$ cat src/rtl/mini_cpu_pkg.sv
// Shared widths, reset defaults and redirect encodings for the Mini-CPU
// fetch unit and its return stack.
package mini_cpu_pkg;

  localparam int PC_W        = 9;
  localparam int INSTR_W     = 12;
  localparam int STACK_DEPTH = 2;
  localparam int DEPTH_W     = $clog2(STACK_DEPTH + 1);

  typedef logic [PC_W-1:0]    pc_t;
  typedef logic [INSTR_W-1:0] instr_t;

  localparam pc_t    RESET_VEC_DEF = 9'h1FF;
  localparam instr_t NOP_WORD_DEF  = 12'h000;

  typedef enum logic [2:0] {
    SEL_SEQ,
    SEL_RET,
    SEL_CALL,
    SEL_GOTO,
    SEL_PCL,
    SEL_SKIP
  } redir_e;

endpackage

$ cat src/rtl/pc_stack.sv
// Two-entry return stack with saturating depth and sticky overflow flag.
// Push and pop arrive already qualified (never both, never while stalled).
module pc_stack
  import mini_cpu_pkg::*;
(
  input  logic clk,
  input  logic rst,
  input  logic push,
  input  logic pop,
  input  pc_t  value,
  output pc_t  tos,
  output logic ovf
);

  pc_t               s0;
  pc_t               s1;
  logic [DEPTH_W-1:0] depth;

  assign tos = s0;

  always_ff @(posedge clk) begin
    if (rst) begin
      s0    <= '0;
      s1    <= '0;
      depth <= '0;
      ovf   <= 1'b0;
    end else if (push) begin
      s1 <= s0;
      s0 <= value;
      if (depth == DEPTH_W'(STACK_DEPTH)) begin
        ovf <= 1'b1;
      end else begin
        depth <= depth + DEPTH_W'(1);
      end
    end else if (pop) begin
      s0 <= s1;
      if (depth != '0) begin
        depth <= depth - DEPTH_W'(1);
      end
    end
  end

endmodule

$ cat src/rtl/instr_fetch.sv
// PC, execute-stage Instr register and redirect priority for the Mini-CPU.
// Define INSTR_FETCH_PCL_WR_EN to let execute-stage PCL writes redirect.
module instr_fetch
  import mini_cpu_pkg::*;
#(
  parameter pc_t    RESET_VEC = RESET_VEC_DEF,
  parameter instr_t NOP_WORD  = NOP_WORD_DEF
) (
  input  logic         clk,
  input  logic         rst,
  output logic [8:0]   pm_addr,
  input  logic [11:0]  pm_data,
  output logic [11:0]  Instr,
  output logic         instr_valid,
  input  logic         CALL,
  input  logic         GOTO,
  input  logic         RETLW,
  input  logic         skip,
  input  logic         pcl_wr,
  input  logic [7:0]   pcl_data,
  input  logic         stall,
  output logic         stack_ovf
);

  pc_t    pc;
  pc_t    pc_nxt;
  pc_t    pc_inc;
  pc_t    tos;
  redir_e sel;
  logic   take;
  logic   pcl_req;
  logic   ctl;
  logic   flush;

`ifdef INSTR_FETCH_PCL_WR_EN
  assign pcl_req = pcl_wr;
`else
  logic unused_pcl;
  assign pcl_req    = 1'b0;
  assign unused_pcl = pcl_wr;
`endif

  assign pm_addr = pc;
  assign pc_inc  = pc + PC_W'(1);
  assign take    = instr_valid & ~stall;
  assign ctl     = RETLW | CALL | GOTO;

  // Conditions are made mutually exclusive to encode the priority order.
  always_comb begin
    sel = SEL_SEQ;
    unique case (1'b1)
      take & RETLW:                          sel = SEL_RET;
      take & CALL & ~RETLW:                  sel = SEL_CALL;
      take & GOTO & ~CALL & ~RETLW:          sel = SEL_GOTO;
      take & pcl_req & ~ctl:                 sel = SEL_PCL;
      take & skip & ~pcl_req & ~ctl:         sel = SEL_SKIP;
      default:                               sel = SEL_SEQ;
    endcase
  end

  always_comb begin
    pc_nxt = pc_inc;
    unique case (sel)
      SEL_RET:  pc_nxt = tos;
      SEL_CALL: pc_nxt = {1'b0, Instr[7:0]};
      SEL_GOTO: pc_nxt = Instr[PC_W-1:0];
      SEL_PCL:  pc_nxt = {1'b0, pcl_data};
      default:  pc_nxt = pc_inc;
    endcase
  end

  assign flush = (sel != SEL_SEQ);

  always_ff @(posedge clk) begin
    if (rst) begin
      pc          <= RESET_VEC;
      Instr       <= NOP_WORD;
      instr_valid <= 1'b0;
    end else if (!stall) begin
      pc <= pc_nxt;
      if (flush) begin
        Instr       <= NOP_WORD;
        instr_valid <= 1'b0;
      end else begin
        Instr       <= pm_data;
        instr_valid <= 1'b1;
      end
    end
  end

  // The pushed return address is the word already being fetched (A+1).
  pc_stack u_stack (
    .clk   (clk),
    .rst   (rst),
    .push  (sel == SEL_CALL),
    .pop   (sel == SEL_RET),
    .value (pc),
    .tos   (tos),
    .ovf   (stack_ovf)
  );

endmodule

$ cat config.mk
export PLATFORM = sky130hd
export DESIGN_NAME = instr_fetch
export DESIGN_NICKNAME = d
export VERILOG_FILES = /design/src/rtl/mini_cpu_pkg.sv /design/src/rtl/pc_stack.sv /design/src/rtl/instr_fetch.sv
export SDC_FILE = /design/constraint.sdc
export NUM_CORES = 1
export LEC_CHECK = 0
export ABC_AREA = 1
export CORE_MARGIN = 4
export CORE_UTILIZATION = 25
export DETAILED_ROUTE_END_ITERATION = 16
export GPL_TIMING_DRIVEN = 1
export SETUP_SLACK_MARGIN = 0.1
export SYNTH_ARGS = -nofsm -noshare
export SYNTH_HDL_FRONTEND = slang
export SYNTH_HIERARCHICAL = 1
export SYNTH_SLANG_ARGS = --single-unit
$ cat constraint.sdc
create_clock -name clk -period 1.75 [get_ports clk]
set_clock_uncertainty 0.15 [all_clocks]
set_input_delay 0.2625 -clock clk [delete_from_list [all_inputs] [get_ports clk]]
set_output_delay 0.2625 -clock clk [all_outputs]
set_load 0.01 [all_outputs]
==> results of run 1 <==
## kinds of logic after synthesis
group / Yosys count / synth area share (%)
adder cells (fa/ha/maj): 1 / 0.552
XOR/XNOR: 1 / 0.387
flip-flops: 43 / 38.0
buffers and inverters: 52 / 10.9
AND/OR/NAND/NOR: 206 / 38.9
AO/OA/AOI/OAI: 48 / 11.3
## cells in the final DEF (no fill, tap or decap)
cell / instances
dlymetal6s2s_1: 8
nand2_1: 135
dfxtp_4: 2
o211ai_2: 1
o21ai_0: 3
buf_12: 3
nand3_4: 1
nor2_4: 3
clkbuf_8: 6
buf_4: 20
ha_1: 1
buf_6: 4
nand2_2: 1
nand4_1: 13
inv_2: 2
a21oi_1: 33
nor2_2: 3
dfxtp_2: 8
inv_1: 32
a21oi_2: 1
clkdlybuf4s50_1: 21
nand2_4: 1
inv_6: 1
o21ai_1: 9
nand3_1: 19
xor2_1: 1
nor2_1: 29
bufinv_16: 1
nor2_8: 1
dlygate4sd2_1: 12
o21ai_2: 1
inv_4: 2
dfxtp_1: 33
## flip-flops by register name, indices dropped and copies added, names as in the netlist
register and count:
Instr 12, u_stack/tos 9, u_stack/s1 9, u_stack/ovf 1, instr_valid 1, u_stack/depth 2
pm_addr 9
## where the power goes
part           internal (mW)  total [mW]  switching, mW  leakage (nW)
combinational          0.209       0.449          0.240          1.12
sequential              1.02        1.08         0.0523         0.352
clock                  0.470       0.833          0.363        0.0618
total                   1.70        2.36          0.656          1.53
## per-layer routing
layer  vias to the layer above  part of all wire (%)  global-route usage, %
met3                         8                   4.5                   2.75
met2                        50                    49                   20.8
li1                       1221                     -                      -
met4                         0                   2.0                   4.28
met1                      1053                    45                   15.6
met5                         -                     0                      0
## final cells by class
cell class	instances	area share, %
Multi-Input combinational cell	256	37.7
Clock inverter	2	1.24
Timing Repair Buffer	68	21.5
Clock buffer	6	2.65
Tap cell	108	4.33
Inverter	36	4.49
Sequential cell	43	28.1
## how the worst min path moves through the flow
stage	startpoint	to	slack (ns)	cells past startpoint
5_1_grt	u_stack/s1[8]$_SDFFE_PP0P_	u_stack/s1[8]$_SDFFE_PP0P_	0.34	2
3_3_place_gp	u_stack/ovf$_SDFFE_PP0P_	u_stack/ovf$_SDFFE_PP0P_	0.30	2
2_1_floorplan	rst	u_stack/ovf$_SDFFE_PP0P_	0.18	1
6_report	u_stack/ovf$_SDFFE_PP0P_	u_stack/ovf$_SDFFE_PP0P_	0.31	2
3_5_place_dp	u_stack/ovf$_SDFFE_PP0P_	u_stack/ovf$_SDFFE_PP0P_	0.30	2
4_1_cts	u_stack/ovf$_SDFFE_PP0P_	u_stack/ovf$_SDFFE_PP0P_	0.31	2
## tightest hold or removal path, stage by stage, from the launching register on
cell and delay [ns]:
dfxtp_1 0.32, inv_1 0.05, a21oi_1 0.05
## timing repair
item,4_1_cts,5_1_grt
setup endpoints to repair,22,26
hold endpoints to repair,0,0
pin swaps,0,6
cloned,0,0
buffers inserted,0,6
resized for setup,25,18
==> reports/metrics.cfg, run 1 <==
[clock_tree]
cts-htree-levels=2
tritoncts.num_buffers=5
tritoncts_clock_tree=done
cts.reportedPaths.clkPinSlew_ns=0.09
cts-root-buf=clkbuf_8
cts_hold_buf=0
clock_sinks=43
clk-insertion-delay-late_ns=0.30
ctsLongestPathBuffers=2

[outcome]
outcome=complete, no violations

[layout]
multi_input_comb_area_mm2=0.00118
finalNetCount=439
layout.core_utilization_pct=35.6
n_antenna_cell=0
flow.area_growth_from_synthesis_pct=37.8
fillers=965
fin_area_mm2=0.00312
ff_latch_area_um2=878
drive_gt1_share_pct=15.1
post_layout_nonfiller_instances=519

[sta]
period_share_pct=93.2
drv_slew=0
finalHoldViolCount=0
final.setup.worst_slack_ns=0.119
relSlewSlack_pct=65.7
fmax_mhz=613
period_minus_slack_ns=1.63
hold_slack_ns=0.314
max_slew.worst_pin.slew_ns=0.513
fin_tns_setup_ns=0
rsz0062_at_grt=true
final_report_setup_violation_count=0

[logic_synthesis]
synth.yosys.seq_area_share_pct=38.0
synthCells=351
ys_seq_elements=43
synthDominantAreaCellType=dfxtp_1
synthesis.nets=380
syn-cell-area_mm2=0.00227
yosys_warnings=6
synth.most_common_cell=nand2_1
syn-mean-instance-area_um2=6.46
primary_ff_master_synth=dfxtp_1
distinct_cell_type_count_after_synthesis=25
synth.top_cells.by_area=dfxtp_1 (38%), nand2_1 (23%), a21oi_1 (7.3%), inv_1 (5.5%), nor2_1 (5.1%)
post_synth_edffs=0
async_reset_ff_share_pct=0
synth.cells.most_frequent=nand2_1 (136), dfxtp_1 (43), a21oi_1 (33), inv_1 (33), nor2_1 (31)
synthDominantCellAreaShare_pct=38.0

[setup_path]
critical_path_buf_inv_count=1
worst-setup-path-type=reg -> out
worstPathCellList=clkdlybuf4s50_1
crit_path_start=Instr[7]$_SDFFE_PP0N_
r2r_start=instr_valid$_SDFFE_PP0N_
critical_path.top_delay_family=buffers and inverters
worstSetupPathDepth=1
number_of_cells_on_the_worst_reg_to_reg_path=10
worstPathRequired_ns=1.34
timing.reg2reg.setup_slack_ns=0.17
worstSetupEndpoint=Instr[7]
worstReg2RegEnd=pm_addr[5]$_SDFFE_PP1N_
startpoint_type=flop
crit_slowest_cell=clkdlybuf4s50_1
maximum_single_stage_delay_on_the_critical_path_ns=0.54
worst-endpoint-arrival_ns=1.22
path_max_fanout=4
critPathCaptureType=output port

[die]
core_area_mm2=0.00876
die-width_um=103
die_h_um=103
die-area_mm2=0.0107
starting_density_pct=25.9
ports=51
floorplan.rows=34

[routing]
avgRoutedWirePerCell_um=12.1
drt-initial-drc-count=82
drt_drc_violations_left=0
number_of_detailed_route_iterations_in_the_first_pass=5
via_count=2332
drt-total-wl_um=6270
final_antenna_net_count=0
detail_route.vias_per_cell=4.49

[grt]
maximum_number_of_pins_on_one_net_before_global_route_repair=33
grt_pass1_wl_um=10400
grt_pass1_vias=2222
grt_remaining_overflow=0
grt_antenna_before_repair=0
gr-usage-all-layers_pct=12.4

[placed_design]
placer_s_final_routability_congestion_estimate=0.849
port-buffer-count=41
placed_cells=505
dpl_worst_slack_ns=-0.206
post_dp_cell_area_mm2=0.00290
dp_hpwl_um=4440

[pwr]
cellPowerDensity_mw_per_mm2=755
leakage_nw=1.53
post-layout-total-power_mw=2.36
worst_vdd_drop_uv=471

[worst_hold_path]
min-delay-path-class=reg -> reg

[flow_run]
drv_cap=0

Note: power is estimated with default switching activity, not from simulation.
==> run 2: changes to the inputs <==
Settings changed: ABC_CLOCK_PERIOD_IN_PS from default to 1750.
==> results of run 2 <==
Same layout as run 1: the final DEF is identical, and so are final timing and power.
